**src/rtl/ws2812b_pkg.sv**
```systemverilog
// Shared pixel width, default WS2812B timing (100 MHz clock) and FSM encoding.
package ws2812b_pkg;
  localparam int PIX_W        = 24;
  localparam int DEF_NUM_LEDS = 3;
  localparam int DEF_T0H_CYC  = 40;
  localparam int DEF_T1H_CYC  = 80;
  localparam int DEF_BIT_CYC  = 125;
  localparam int DEF_RES_CYC  = 5000;

  typedef enum logic [1:0] {
    ST_IDLE  = 2'd0,
    ST_FETCH = 2'd1,
    ST_SEND  = 2'd2,
    ST_LATCH = 2'd3
  } state_t;

  // Counter width for values 0..n-1, never narrower than one bit.
  function automatic int cnt_w(input int n);
    return (n > 1) ? $clog2(n) : 1;
  endfunction
endpackage

```
**src/rtl/ws2812b_bit_enc.sv**
```systemverilog
// One WS2812B bit: a one-cycle load starts a BIT_CYC period that is high for
// T1H_CYC/T0H_CYC cycles; bit_done_o marks the last cycle so the next load can abut it.
module ws2812b_bit_enc
  import ws2812b_pkg::*;
#(
  parameter int T0H_CYC = DEF_T0H_CYC,
  parameter int T1H_CYC = DEF_T1H_CYC,
  parameter int BIT_CYC = DEF_BIT_CYC
) (
  input  logic clk_i,
  input  logic rst_ni,
  input  logic load_i,
  input  logic bit_i,
  output logic bit_o,
  output logic bit_done_o
);
  localparam int            CW   = cnt_w(BIT_CYC);
  localparam logic [CW-1:0] LAST = CW'(BIT_CYC - 1);
  localparam logic [CW:0]   HI0  = (CW+1)'(T0H_CYC);
  localparam logic [CW:0]   HI1  = (CW+1)'(T1H_CYC);

  logic          r_active;
  logic          r_val;
  logic [CW-1:0] r_cnt;
  logic [CW:0]   w_hi;

  always_ff @(posedge clk_i or negedge rst_ni) begin
    if (!rst_ni) begin
      r_active <= 1'b0;
      r_val    <= 1'b0;
      r_cnt    <= '0;
    end else if (load_i) begin
      r_active <= 1'b1;
      r_val    <= bit_i;
      r_cnt    <= '0;
    end else if (r_active) begin
      if (r_cnt == LAST) begin
        r_active <= 1'b0;
        r_cnt    <= '0;
      end else begin
        r_cnt <= r_cnt + CW'(1);
      end
    end
  end

  // Compare one bit wider so a high time equal to the full period still fits.
  assign w_hi       = r_val ? HI1 : HI0;
  assign bit_o      = r_active & ({1'b0, r_cnt} < w_hi);
  assign bit_done_o = r_active & (r_cnt == LAST);
endmodule

```
**src/rtl/ws2812b_frame_ctrl.sv**
```systemverilog
// WS2812B frame controller: fetches NUM_LEDS GRB pixels over valid/ready with a
// one-entry prefetch, streams them MSB first without gaps, then holds the reset latch.
module ws2812b_frame_ctrl
  import ws2812b_pkg::*;
#(
  parameter int NUM_LEDS = DEF_NUM_LEDS,
  parameter int T0H_CYC  = DEF_T0H_CYC,
  parameter int T1H_CYC  = DEF_T1H_CYC,
  parameter int BIT_CYC  = DEF_BIT_CYC,
  parameter int RES_CYC  = DEF_RES_CYC
) (
  input  logic                         clk_i,
  input  logic                         rst_ni,
  input  logic                         start_i,
  input  logic                         pix_valid_i,
  input  logic [PIX_W-1:0]             pix_data_i,
  output logic                         pix_ready_o,
  output logic [cnt_w(NUM_LEDS)-1:0]   pix_idx_o,
  output logic                         busy_o,
  output logic                         done_o,
  output logic                         underrun_o,
  output logic                         bit_o
);
  localparam int               IDX_W    = cnt_w(NUM_LEDS);
  localparam int               NXF_W    = cnt_w(NUM_LEDS + 1);
  localparam int               LAT_W    = cnt_w(RES_CYC);
  localparam logic [IDX_W-1:0] IDX_LAST = IDX_W'(NUM_LEDS - 1);
  localparam logic [NXF_W-1:0] NXF_ALL  = NXF_W'(NUM_LEDS);
  localparam logic [LAT_W-1:0] LAT_LAST = LAT_W'(RES_CYC - 1);
  localparam logic [4:0]       BIT_LAST = 5'(PIX_W - 1);

  state_t             r_state, w_state_nxt;
  logic [PIX_W-2:0]   r_rest;
  logic [PIX_W-1:0]   r_hold;
  logic               r_hold_vld;
  logic [4:0]         r_bit_idx;
  logic [IDX_W-1:0]   r_idx;
  logic [NXF_W-1:0]   r_nxf;
  logic [LAT_W-1:0]   r_lat_cnt;
  logic               w_more, w_xfer, w_last_bit, w_bit_done;
  logic               w_enc_load, w_enc_bit;

  assign w_more     = (r_nxf != NXF_ALL);
  assign w_xfer     = pix_valid_i & pix_ready_o;
  assign w_last_bit = (r_bit_idx == BIT_LAST);
  assign busy_o     = (r_state != ST_IDLE);
  assign pix_idx_o  = r_idx;

  always_ff @(posedge clk_i or negedge rst_ni) begin
    if (!rst_ni) r_state <= ST_IDLE;
    else         r_state <= w_state_nxt;
  end

  always_comb begin
    w_state_nxt = r_state;
    pix_ready_o = 1'b0;
    w_enc_load  = 1'b0;
    w_enc_bit   = 1'b0;
    done_o      = 1'b0;
    underrun_o  = 1'b0;
    case (r_state)
      ST_IDLE: if (start_i) w_state_nxt = ST_FETCH;
      ST_FETCH: begin
        pix_ready_o = 1'b1;
        if (pix_valid_i) begin
          w_enc_load  = 1'b1;
          w_enc_bit   = pix_data_i[PIX_W-1];
          w_state_nxt = ST_SEND;
        end
      end
      ST_SEND: begin
        pix_ready_o = ~r_hold_vld & w_more;
        if (w_bit_done) begin
          if (!w_last_bit) begin
            w_enc_load = 1'b1;
            w_enc_bit  = r_rest[PIX_W-2];
          end else if (r_hold_vld) begin
            w_enc_load = 1'b1;
            w_enc_bit  = r_hold[PIX_W-1];
          end else if (w_xfer) begin
            // A pixel arriving exactly at the boundary goes straight to the wire.
            w_enc_load = 1'b1;
            w_enc_bit  = pix_data_i[PIX_W-1];
          end else begin
            underrun_o  = w_more;
            w_state_nxt = ST_LATCH;
          end
        end
      end
      ST_LATCH: begin
        if (r_lat_cnt == LAT_LAST) begin
          done_o      = 1'b1;
          w_state_nxt = ST_IDLE;
        end
      end
      default: w_state_nxt = ST_IDLE;
    endcase
  end

  always_ff @(posedge clk_i or negedge rst_ni) begin
    if (!rst_ni) begin
      r_rest     <= '0;
      r_hold     <= '0;
      r_hold_vld <= 1'b0;
      r_bit_idx  <= '0;
      r_idx      <= '0;
      r_nxf      <= '0;
      r_lat_cnt  <= '0;
    end else begin
      if ((r_state == ST_IDLE) && start_i) begin
        r_idx      <= '0;
        r_nxf      <= '0;
        r_hold_vld <= 1'b0;
      end
      if (w_xfer) begin
        r_nxf <= r_nxf + NXF_W'(1);
        if (r_idx != IDX_LAST) r_idx <= r_idx + IDX_W'(1);
      end
      if ((r_state == ST_FETCH) && w_xfer) begin
        r_rest    <= pix_data_i[PIX_W-2:0];
        r_bit_idx <= '0;
      end else if ((r_state == ST_SEND) && w_bit_done) begin
        if (!w_last_bit) begin
          r_rest    <= {r_rest[PIX_W-3:0], 1'b0};
          r_bit_idx <= r_bit_idx + 5'd1;
        end else if (r_hold_vld) begin
          r_rest     <= r_hold[PIX_W-2:0];
          r_bit_idx  <= '0;
          r_hold_vld <= 1'b0;
        end else if (w_xfer) begin
          r_rest    <= pix_data_i[PIX_W-2:0];
          r_bit_idx <= '0;
        end
      end
      if ((r_state == ST_SEND) && w_xfer && !(w_bit_done && w_last_bit)) begin
        r_hold     <= pix_data_i;
        r_hold_vld <= 1'b1;
      end
      if (r_state == ST_LATCH) r_lat_cnt <= (r_lat_cnt == LAT_LAST) ? '0 : r_lat_cnt + LAT_W'(1);
      else                     r_lat_cnt <= '0;
    end
  end

  ws2812b_bit_enc #(
    .T0H_CYC (T0H_CYC),
    .T1H_CYC (T1H_CYC),
    .BIT_CYC (BIT_CYC)
  ) u_bit_enc (
    .clk_i      (clk_i),
    .rst_ni     (rst_ni),
    .load_i     (w_enc_load),
    .bit_i      (w_enc_bit),
    .bit_o      (bit_o),
    .bit_done_o (w_bit_done)
  );
endmodule

```
**config.mk**
```make
export PLATFORM = sky130hd
export DESIGN_NAME = ws2812b_frame_ctrl
export DESIGN_NICKNAME = d
export VERILOG_FILES = /design/src/rtl/ws2812b_pkg.sv /design/src/rtl/ws2812b_bit_enc.sv /design/src/rtl/ws2812b_frame_ctrl.sv
export SDC_FILE = /design/constraint.sdc
export NUM_CORES = 1
export LEC_CHECK = 0
export CORE_UTILIZATION = 23
export CTS_BUF_LIST = sky130_fd_sc_hd__clkbuf_8
export DETAILED_ROUTE_END_ITERATION = 8
export PLACE_DENSITY_LB_ADDON = 0.05
export SETUP_SLACK_MARGIN = 0.1
export SLEW_MARGIN = 20
export SYNTH_ARGS = -nofsm -noshare
export SYNTH_HDL_FRONTEND = slang
export SYNTH_SLANG_ARGS = --single-unit
```
**constraint.sdc**
```tcl
create_clock -name clk_i -period 2.6 [get_ports clk_i]
set_clock_uncertainty 0.2 [all_clocks]
set_input_delay 0.52 -clock clk_i [delete_from_list [all_inputs] [get_ports clk_i]]
set_output_delay 0.52 -clock clk_i [all_outputs]
set_load 0.005 [all_outputs]
```
==> results of run 1 <==
-- path summary, 6_finish.rpt --
| check | from | to | slack, ps | depth (start not counted) |
|---|---|---|---|---|
| hold reg to reg | r_nxf[0] | r_nxf[0] | 310 | 1 |
| hold / removal | r_nxf[0] | r_nxf[0] | 310 | 1 |
| setup / recovery | r_lat_cnt[6] | done_o | 70 | 3 |
| max in group asynchronous | rst_ni | r_hold[5] | 1240 | 3 |
| min in group asynchronous | rst_ni | u_bit_enc.r_cnt[3] | 380 | 2 |
| setup reg to reg | u_bit_enc.r_cnt[0] | r_bit_idx[3] | 190 | 8 |
-- state kept, by name, summed over array words and instances, names as in the netlist --
| name | count |
|---|---|
| u_bit_enc.r_val | 1 |
| r_hold | 24 |
| pix_idx_o | 2 |
| u_bit_enc.r_cnt | 7 |
| r_nxf | 2 |
| r_rest | 23 |
| r_bit_idx | 5 |
| r_lat_cnt | 13 |
| r_state | 2 |
| r_hold_vld | 1 |
| u_bit_enc.r_active | 1 |
-- worst reg2reg max path, delay by kind of cell (launching register included) --
kind / cells / cell delay (ps)
adder cells (fa/ha/maj): 1 / 200
buffers and inverters: 2 / 240
AO/OA/AOI/OAI: 2 / 340
AND/OR/NAND/NOR: 3 / 990
flip-flops: 1 / 400
-- per-layer routing --
| layer | wire length (um) | vias to the layer above |
|---|---|---|
| met2 | 4950 | 35 |
| li1 | - | 1500 |
| met3 | 301 | 9 |
| met1 | 5240 | 1524 |
| met4 | 129 | 0 |
| met5 | 0 | - |
-- cell usage in the layout, fill, tap and decap left out, types with 2 or more instances in the layout --
master / netlist / routed
a21o_1: 3 / 3
a21oi_1: 10 / 8
a21oi_2: 0 / 2
a2bb2oi_1: 21 / 21
and3_1: 3 / 3
and3b_1: 2 / 2
buf_12: 0 / 7
buf_2: 6 / 2
buf_4: 0 / 42
bufinv_16: 0 / 4
clkbuf_8: 0 / 9
clkdlybuf4s50_1: 0 / 29
dfrtp_1: 81 / 81
ha_1: 13 / 8
ha_2: 0 / 3
ha_4: 0 / 2
inv_1: 12 / 9
inv_2: 0 / 3
inv_6: 0 / 2
mux2_2: 48 / 48
mux2i_1: 3 / 3
nand2_1: 22 / 22
nand2b_1: 3 / 3
nand3_1: 16 / 16
nand4_1: 2 / 2
nand4b_1: 2 / 2
nor2_1: 26 / 23
nor2_2: 1 / 3
nor3_1: 6 / 6
nor3b_1: 3 / 2
o21a_1: 2 / 2
o21ai_0: 7 / 6
o22ai_1: 24 / 24
xnor2_1: 4 / 4
xor2_1: 8 / 8
-- area by class of cell --
class                   count  share of cell area
multi-input cells         254               0.374
flip-flops and latches     81               0.372
repair buffers             84               0.145
well taps                 225              0.0517
clock inverters             6              0.0253
clock buffers               9              0.0228
inverters                  12             0.00827
-- report_power, final --
| part | switching [W] | internal [W] |
|---|---|---|
| sequential | 0.000260 | 0.00166 |
| combinational | 0.000866 | 0.00109 |
| clock | 0.000522 | 0.000737 |
| total | 0.00165 | 0.00349 |
-- timing repair --
item / 4_1_cts / 5_1_grt
hold buffers: 1 / 0
setup buffers: 7 / 2
pin swaps: 4 / 3
endpoints found under the hold margin: 15 / 0
resized for setup: 26 / 11
setup endpoints to repair: 11 / 13
-- metrics by stage --
| stage | cells | area (um^2) | total power (W) | setup TNS [ps] |
|---|---|---|---|---|
| floorplan | 364 | 4080 | 0.00308 | 0 |
| global placement | 646 | 5020 | 0.00377 | -91.8 |
| detailed placement | 646 | 5020 | 0.00378 | -127 |
| CTS | 669 | 5380 | 0.00515 | -7.52 |
| global route | 671 | 5440 | 0.00552 | -46.1 |
| finish | 671 | 5440 | 0.00514 | 0 |
-- cell families (layout without fill, tap and decap cells) --
kind of cell,count (synthesis),after routing,share of synthesized area
xor gates and xnor gates,12,12,0.0257
adders and majority gates,13,13,0.0398
and+or+nand+nor,98,98,0.125
buffers and inverters,29,111,0.0285
muxes,51,51,0.140
AOI/OAI and AO/OA,80,80,0.144
DFF,81,81,0.496
==> reports/qor.yml, run 1 <==
synth:
  syn_inst: 364
  yosys-top-cells-area: "dfrtp_1 (50%), mux2_2 (13%), a2bb2oi_1 (4.5%), ha_1 (4.0%), o22ai_1 (3.7%)"
  yosysMostFrequentCell: "dfrtp_1"
  seq_area_frac_synth: 0.496
  yosysTopAreaCellShare: 0.496
  synth_edf_count: 0
  syn_avg_cell_area_um2: 11.2
  synth_warnings: 0
  syn-num-nets: 405
  synth_ff_type: "dfrtp_1"
  ys_types: 52
  yosysTopAreaCell: "dfrtp_1"
  synth_top_cells_by_count: "dfrtp_1 (81), mux2_2 (48), nor2_1 (26)"
  synth-async-reset-ratio: 1.00
  synth_area_um2: 4080
  ys_ff_latch: 81
critical_path:
  crit_chain: "or4b_4, nor4_4, buf_2"
  cp.arrival_ps: 1810
  crit_required_ps: 1880
  path_buf_inv: 1
  cpPeakStageDelay_ps: 590
  crit_family: "simple AND/OR/NAND/NOR gates"
  crit_type: "reg2out"
  cp-start-kind: "flop"
  cp_slowest_cell: "or4b_4"
  cp_max_fo: 2
  end_kind: "output port"
pwr:
  p_leak_nw: 2.30
  powerDensity_nw_per_um2: 944
  worst_ir_drop_vdd_v: 0.000260
sta:
  rsz0062_at_grt: "yes"
  whs_ps: 311
  worst_slack_ps: 72.1
  slew_viol_final: 0
  period_needed_ps: 2530
  final-hold-violation-count: 0
  post-route-period-util: 0.972
  max_freq_mhz: 396
  finalSetupViolCount: 0
  relSlewSlack: 0.703
  worstMarginPinSlew_ps: 442
grt:
  antenna_found_initial: 0
  grt-busiest-layer: "met2"
  grtUsageMet1: 0.174
  grt_max_degree: 47
  grt_usage: 0.127
  grt_pass1_wl_um: 17700
  use_met3: 0.0288
  grt_pass1_vias: 3226
  overflow: 0
  grt_use_met2: 0.197
placed_design:
  pre_cts_slack_ps: -127
  port_buffers: 34
  globalplace.congestion: 0.732
  dp_hpwl_um: 6690
final_layout:
  fin_nets: 483
  multiInputGateArea_um2: 2040
  drive_gt1_frac: 0.321
  antenna_cells: 0
  seq_area_um2: 2030
  fillerInstances: 1788
  fin_util: 0.315
  area_delta_synth_final_pct: 33.3
clocking:
  cts_buffer_depth: 2
  cts-root-buf: "clkbuf_8"
  cts.sinks: 81
  insertion_delay_ps: 370
  cts_tree: "yes"
  numCtsBuffers: 9
  htree_num_levels: 3
  clk_pin_slew_worst_paths_ps: 90
route:
  ant_nets: 0
  wirelength_um: 10600
  drt_iter0_markers: 117
  drc: 0
  drt-pass1-iter-count: 4
  wl_per_cell_um: 15.8
  viasPerCell: 4.57
  vias: 3068
floorplan:
  num_io_pins: 35
  die-height_um: 135
  rows: 48
  dieArea_um2: 18300
  die_w_um: 135
  initial_core_util: 0.236
  fp.coreArea_um2: 17300
run:
  max-cap-violations: 0
worst_hold_path:
  hold_path_class: "reg2reg"
run_status:
  status: "finished, final reports clean"
Note: power is estimated with default switching activity, not from simulation.
==> inputs of run 2 (changes only) <==
CORE_UTILIZATION = 55   (was 23)
==> reports/qor.yml, run 2 (same netlist as run 1, synthesis figures left out) <==
run_status:
  status: "finished, violations left"  # was finished, final reports clean
  violations: "negative hold slack"
final_layout:
  fillerInstances: 546  # was 1,788
  seq_area_um2: 2030  # unchanged
  layout_commonest_cell: "dfrtp_1"  # unchanged
  layout_common_cells: "dfrtp_1 (81), mux2_2 (48), buf_4 (48), clkdlybuf4s50_1 (29)"  # was dfrtp_1 (81), mux2_2 (48), buf_4 (42), clkdlybuf4s50_1 (29), o22ai_1 (24)
  fin_nets: 483  # unchanged
  multiInputGateArea_um2: 2090  # was 2040 um^2
  top_regs: "r_hold (24), r_rest (23), r_lat_cnt (13)"  # unchanged
  antenna_cells: 0  # unchanged
  regMostFlops: "r_hold"  # unchanged
  largest_reg_flops: 24  # unchanged
  fin_util: 0.719  # was 0.315
  design_area_um2: 5190  # was 5440 um^2
  area_delta_synth_final_pct: 27.1  # was 33.3%
  drive_gt1_frac: 0.341  # was 0.321
sta:
  rsz0062_at_grt: "yes"  # unchanged
  relSlewSlack: 0.586  # was 0.703
  slew_viol_final: 0  # unchanged
  max_freq_mhz: 402  # was 396 MHz
  whs_ps: -26.1  # was 311 ps
  finalSetupViolCount: 0  # unchanged
  post-route-period-util: 0.957  # was 0.972
  worst_slack_ps: 112  # was 72.1 ps
  period_needed_ps: 2490  # was 2530 ps
  setup-tns-final_ps: 0  # unchanged
  final-hold-violation-count: 21  # was 0
  worstMarginPinSlew_ps: 621  # was 442 ps
floorplan:
  die_w_um: 88.2  # was 135 um
  dieArea_um2: 7770  # was 18,300 um^2
  fp.coreArea_um2: 7210  # was 17,300 um^2
  rows: 31  # was 48
  die-height_um: 88.2  # was 135 um
  initial_core_util: 0.566  # was 0.236
  num_io_pins: 35  # unchanged
critical_path:
  timing.rr.end: "r_state[1]"  # was r_bit_idx[3]
  cp-start-kind: "flop"  # unchanged
  endpoint: "done_o"  # unchanged
  cp_slowest_cell: "or4bb_4"  # was or4b_4
  end_kind: "output port"  # unchanged
  crit_start: "r_lat_cnt[1]"  # was r_lat_cnt[6]
  cp_max_fo: 2  # unchanged
  crit_cells: 4  # was 3
  ff2ff_setup_slack_ps: 180  # was 190 ps
  rr_startpoint: "r_lat_cnt[1]"  # was u_bit_enc.r_cnt[0]
  crit_required_ps: 1880  # about the same
  crit_type: "reg2out"  # unchanged
  cpPeakStageDelay_ps: 480  # was 590 ps
  rr_worst_depth: 7  # was 8
  crit_chain: "ha_1, or4bb_4, nor4_4, buf_2"  # was or4b_4, nor4_4, buf_2
  cp.arrival_ps: 1770  # was 1810 ps
  crit_family: "simple AND/OR/NAND/NOR gates"  # unchanged
  path_buf_inv: 1  # unchanged
clocking:
  cts-root-buf: "clkbuf_8"  # unchanged
  hold_buffers: 0  # was 1
  htree_num_levels: 3  # unchanged
  cts.sinks: 81  # unchanged
  cts_tree: "yes"  # unchanged
  insertion_delay_ps: 350  # was 370 ps
  cts_buffer_depth: 2  # unchanged
  numCtsBuffers: 9  # unchanged
  clk_pin_slew_worst_paths_ps: 80  # was 90 ps
route:
  ant_nets: 0  # unchanged
  viasPerCell: 5.82  # was 4.57
  drt-pass1-iter-count: 4  # unchanged
  drt_iter0_markers: 152  # was 117
  drc: 0  # unchanged
  vias: 3172  # was 3,068
  wl_per_cell_um: 16.7  # was 15.8 um
  wirelength_um: 9080  # was 10,600 um
grt:
  antenna_found_initial: 0  # unchanged
  grt_pass1_wl_um: 14400  # was 17,700 um
  grt_pass1_vias: 3053  # was 3,226
  grt_max_degree: 50  # was 47
  overflow: 0  # unchanged
  grt_usage: 0.242  # was 0.127
pwr:
  comb_power_share: 0.419  # was 0.380
  power_frac_seq: 0.409  # was 0.375
  internal_power_w: 0.00315  # was 0.00349 W
  powerDensity_nw_per_um2: 920  # was 944 nW/um^2
  worst_ir_drop_vdd_v: 0.000547  # was 0.000260 V
  switching_power_w: 0.00162  # was 0.00165 W
  pwr-share-clk: 0.172  # was 0.245
  sw_frac_of_total: 0.340  # was 0.321
  p_leak_nw: 2.23  # was 2.30 nW
placed_design:
  dp_hpwl_um: 5850  # was 6690 um
  port_buffers: 34  # unchanged
  globalplace.congestion: 0.792  # was 0.732
  placed_area_um2: 4770  # was 5020 um^2
  pre_cts_slack_ps: -7.40  # was -127 ps
run:
  max-cap-violations: 0  # unchanged
worst_hold_path:
  hold_path_class: "in2async"  # was reg2reg
-- run 2: changes by cell type in the layout (fill, tap and decap cells not counted), sizes merged --
| cell | previous run | this run |
|---|---|---|
| inv | 14 | 13 |
| dlygate4sd3 | 1 | 0 |
| clkinvlp | 0 | 1 |
| clkinv | 0 | 3 |
| buf | 52 | 53 |
| bufinv | 4 | 0 |
| clkbuf | 10 | 11 |
-- run 2: worst min path at each step --
| stage | startpoint | depth (start not counted) | slack, ps | endpoint |
|---|---|---|---|---|
| after floorplan | rst_ni | 0 | 20 | pix_idx_o[0] |
| after global placement | r_nxf[0] | 1 | 280 | r_nxf[0] |
| after detailed placement | r_nxf[0] | 1 | 290 | r_nxf[0] |
| after CTS | rst_ni | 1 | 5 | u_bit_enc.r_cnt[3] |
| after global routing | rst_ni | 1 | 30 | u_bit_enc.r_cnt[3] |
| final | rst_ni | 1 | -30 | u_bit_enc.r_cnt[3] |
-- run 2: worst register-to-register path, delay by kind of cell (launching register included) --
kind / cells / cell delay [ps]
buffers and inverters: 1 / 160
adders and majority gates: 1 / 180
and+or+nand+nor: 1 / 480
muxes: 1 / 350
AOI/OAI and AO/OA: 3 / 560
DFF: 1 / 370
-- run 2: power groups by stage --
stage	Combinational (W)	Sequential, W	Clock [W]
floorplan	0.00119	0.00189	0
global route	0.00219	0.00199	0.000885
detailed placement	0.00172	0.00196	0
finish	0.00200	0.00195	0.000821
global placement	0.00167	0.00194	0
CTS	0.00190	0.00193	0.000839
-- run 2: timing repair --
item | 4_1_cts | 5_1_grt
setup endpoints to repair | 4 | 7
gates resized for setup | 28 | 18
gates cloned | 0 | 0
pin swaps | 5 | 7
setup buffers | 10 | 5
-- run 2: layer usage --
metal,vias up,global-route usage,part of all wire
met5,-,0,0
met4,0,0.0660,0.0074
met3,8,0.0405,0.032
met2,57,0.414,0.50
met1,1606,0.321,0.46
li1,1501,-,-
-- run 2: area by class of cell --
cell class / instances / area share
Multi-Input combinational cell: 254 / 0.402
Sequential cell: 81 / 0.391
Timing Repair Buffer: 84 / 0.142
Clock buffer: 10 / 0.0265
Tap cell: 99 / 0.0239
Inverter: 12 / 0.00868
Clock inverter: 5 / 0.00603
-- run 2: metrics by stage --
| step | cells | total power (W) |
|---|---|---|
| 6_report | 545 | 0.00477 |
| 5_1_grt | 545 | 0.00507 |
| 4_1_cts | 540 | 0.00466 |
| 3_5_place_dp | 515 | 0.00369 |
| 3_3_place_gp | 515 | 0.00361 |
| 2_1_floorplan | 364 | 0.00308 |
==> inputs of run 3 (changes only) <==
DONT_BUFFER_PORTS = 1   (was not set)
HOLD_SLACK_MARGIN = 0.03   (was not set)
TNS_END_PERCENT = 20   (was not set)
==> reports/qor.yml, run 3 (same netlist as run 1, synthesis figures left out) <==
critical_path:
  cp-start-kind: "flop"  # unchanged
  cp_max_fo: 6  # was 2
  crit_type: "reg2out"  # unchanged
  timing.rr.end: "r_bit_idx[3]"  # was r_state[1]
  rr_worst_depth: 7  # unchanged
  path_buf_inv: 1  # unchanged
  crit_required_ps: 1880  # about the same
  crit_family: "simple AND/OR/NAND/NOR gates"  # unchanged
  cp_slowest_cell: "or4b_4"  # was or4bb_4
  cp.arrival_ps: 1780  # was 1770 ps
  cpPeakStageDelay_ps: 590  # was 480 ps
  ff2ff_setup_slack_ps: 180  # about the same
  end_kind: "output port"  # unchanged
  rr_startpoint: "u_bit_enc.r_cnt[0]"  # was r_lat_cnt[1]
  crit_chain: "or4b_4, nor4_4, buf_4"  # was ha_1, or4bb_4, nor4_4, buf_2
route:
  drt-pass1-iter-count: 4  # unchanged
  drc: 0  # unchanged
  drt_iter0_markers: 153  # was 152
  vias: 2786  # was 3,172
  ant_nets: 0  # unchanged
  wirelength_um: 8180  # was 9080 um
  wl_per_cell_um: 17.1  # was 16.7 um
  viasPerCell: 5.83  # was 5.82
run_status:
  violations: "negative hold slack"  # unchanged
  status: "finished, violations left"  # unchanged
grt:
  grt_pass1_wl_um: 13800  # was 14,400 um
  grt_usage: 0.235  # was 0.242
  overflow: 0  # unchanged
  grt_max_degree: 82  # was 50
  grt_pass1_vias: 2735  # was 3,053
  antenna_found_initial: 0  # unchanged
final_layout:
  largest_reg_flops: 24  # unchanged
  regMostFlops: "r_hold"  # unchanged
  design_area_um2: 4600  # was 5190 um^2
  area_delta_synth_final_pct: 12.7  # was 27.1%
  fin_util: 0.638  # was 0.719
  fin_nets: 416  # was 483
  antenna_cells: 0  # unchanged
  top_regs: "r_hold (24), r_rest (23), r_lat_cnt (13)"  # unchanged
  layout_common_cells: "dfrtp_1 (81), mux2_2 (48), o22ai_1 (24), nand2_1 (22), nor2_1 (22)"  # was dfrtp_1 (81), mux2_2 (48), buf_4 (48), clkdlybuf4s50_1 (29)
  layout_commonest_cell: "dfrtp_1"  # unchanged
  drive_gt1_frac: 0.269  # was 0.341
sta:
  whs_ps: -348  # was -26.1 ps
  max_freq_mhz: 400  # was 402 MHz
  rsz0062_at_grt: "yes"  # unchanged
  period_needed_ps: 2500  # was 2490 ps
  slew_viol_final: 0  # unchanged
  final-hold-violation-count: 81  # was 21
  relSlewSlack: 0.689  # was 0.586
  worstMarginPinSlew_ps: 463  # was 621 ps
  setup-tns-final_ps: 0  # unchanged
  post-route-period-util: 0.961  # was 0.957
  finalSetupViolCount: 0  # unchanged
clocking:
  cts.sinks: 81  # unchanged
  cts_tree: "yes"  # unchanged
  clk_pin_slew_worst_paths_ps: 90  # was 80 ps
  insertion_delay_ps: 360  # was 350 ps
  numCtsBuffers: 9  # unchanged
  cts_buffer_depth: 2  # unchanged
  cts-root-buf: "clkbuf_8"  # unchanged
  htree_num_levels: 3  # unchanged
placed_design:
  placed_area_um2: 4270  # was 4770 um^2
  dp_hpwl_um: 5140  # was 5850 um
  port_buffers: 0  # was 34
  globalplace.congestion: 0.778  # was 0.792
pwr:
  powerDensity_nw_per_um2: 1000  # was 920 nW/um^2
  p_leak_nw: 1.97  # was 2.23 nW
  worst_ir_drop_vdd_v: 0.000435  # was 0.000547 V
floorplan:
  num_io_pins: 35  # unchanged
  fp.coreArea_um2: 7210  # unchanged
  initial_core_util: 0.566  # unchanged
  die_w_um: 88.2  # unchanged
  rows: 31  # unchanged
  die-height_um: 88.2  # unchanged
  dieArea_um2: 7770  # unchanged
worst_hold_path:
  hold_path_class: "in2async"  # unchanged
run:
  max-cap-violations: 0  # unchanged
==> run 3: cell types whose count changed in the layout (fill, tap and decap cells not counted), moves of 3 or more <==
cell,previous run,this run
clkdlybuf4s50_1,29,0
clkinv_2,3,0
ha_1,6,10
ha_4,5,1
inv_2,6,1
inv_1,6,11
bufinv_16,0,3
buf_4,48,14
==> run 3: through the flow <==
stage / worst slack [ps] / power, W / instances
after floorplan: 230 / 0.00308 / 364
after global placement: 189 / 0.00338 / 459
after detailed placement: 86.8 / 0.00343 / 459
after CTS: 74.0 / 0.00462 / 478
after global routing: 28.4 / 0.00494 / 478
final: 100 / 0.00461 / 478
==> run 3: how the worst max path moves through the flow <==
| stage | slack (ps) | cells past startpoint | from | endpoint |
|---|---|---|---|---|
| floorplan | 230 | 8 | r_state[0] | r_rest[10] |
| finish | 100 | 3 | r_lat_cnt[6] | done_o |
| global placement | 190 | 6 | r_lat_cnt[0] | r_state[1] |
| CTS | 70 | 3 | r_lat_cnt[4] | done_o |
| detailed placement | 90 | 8 | r_state[0] | r_hold[9] |
| global route | 30 | 4 | r_lat_cnt[0] | done_o |
==> run 3: repair_timing <==
item | in CTS | in global routing
setup endpoints to repair | 27 | 58
endpoints found under the hold margin | 81 | 81
buffers inserted | 4 | 0
pin swaps | 3 | 2
gates resized for setup | 8 | 7
==> run 3: cell type report <==
| type | instances | area [um^2] |
|---|---|---|
| Tap cell | 99 | 124 |
| Timing Repair Buffer | 17 | 165 |
| Multi-Input combinational cell | 254 | 2000 |
| Clock inverter | 6 | 115 |
| Fill cell | 590 | 2610 |
| Clock buffer | 9 | 124 |
| Inverter | 12 | 45.0 |
| Sequential cell | 81 | 2030 |
==> run 3: routing by layer <==
metal | up-vias | GRT usage | wire length [um]
met1 | 1374 | 0.343 | 3980
met2 | 35 | 0.341 | 3760
met4 | 0 | 0.0880 | 127
met3 | 11 | 0.0566 | 307
li1 | 1366 | - | -
met5 | - | 0 | 0
==> run 3: power by group <==
part	internal (W)	switching, W	total (W)
Clock	0.000639	0.000469	0.00111
Combinational	0.000838	0.000705	0.00154
Sequential	0.00167	0.000293	0.00196
Total	0.00314	0.00147	0.00461
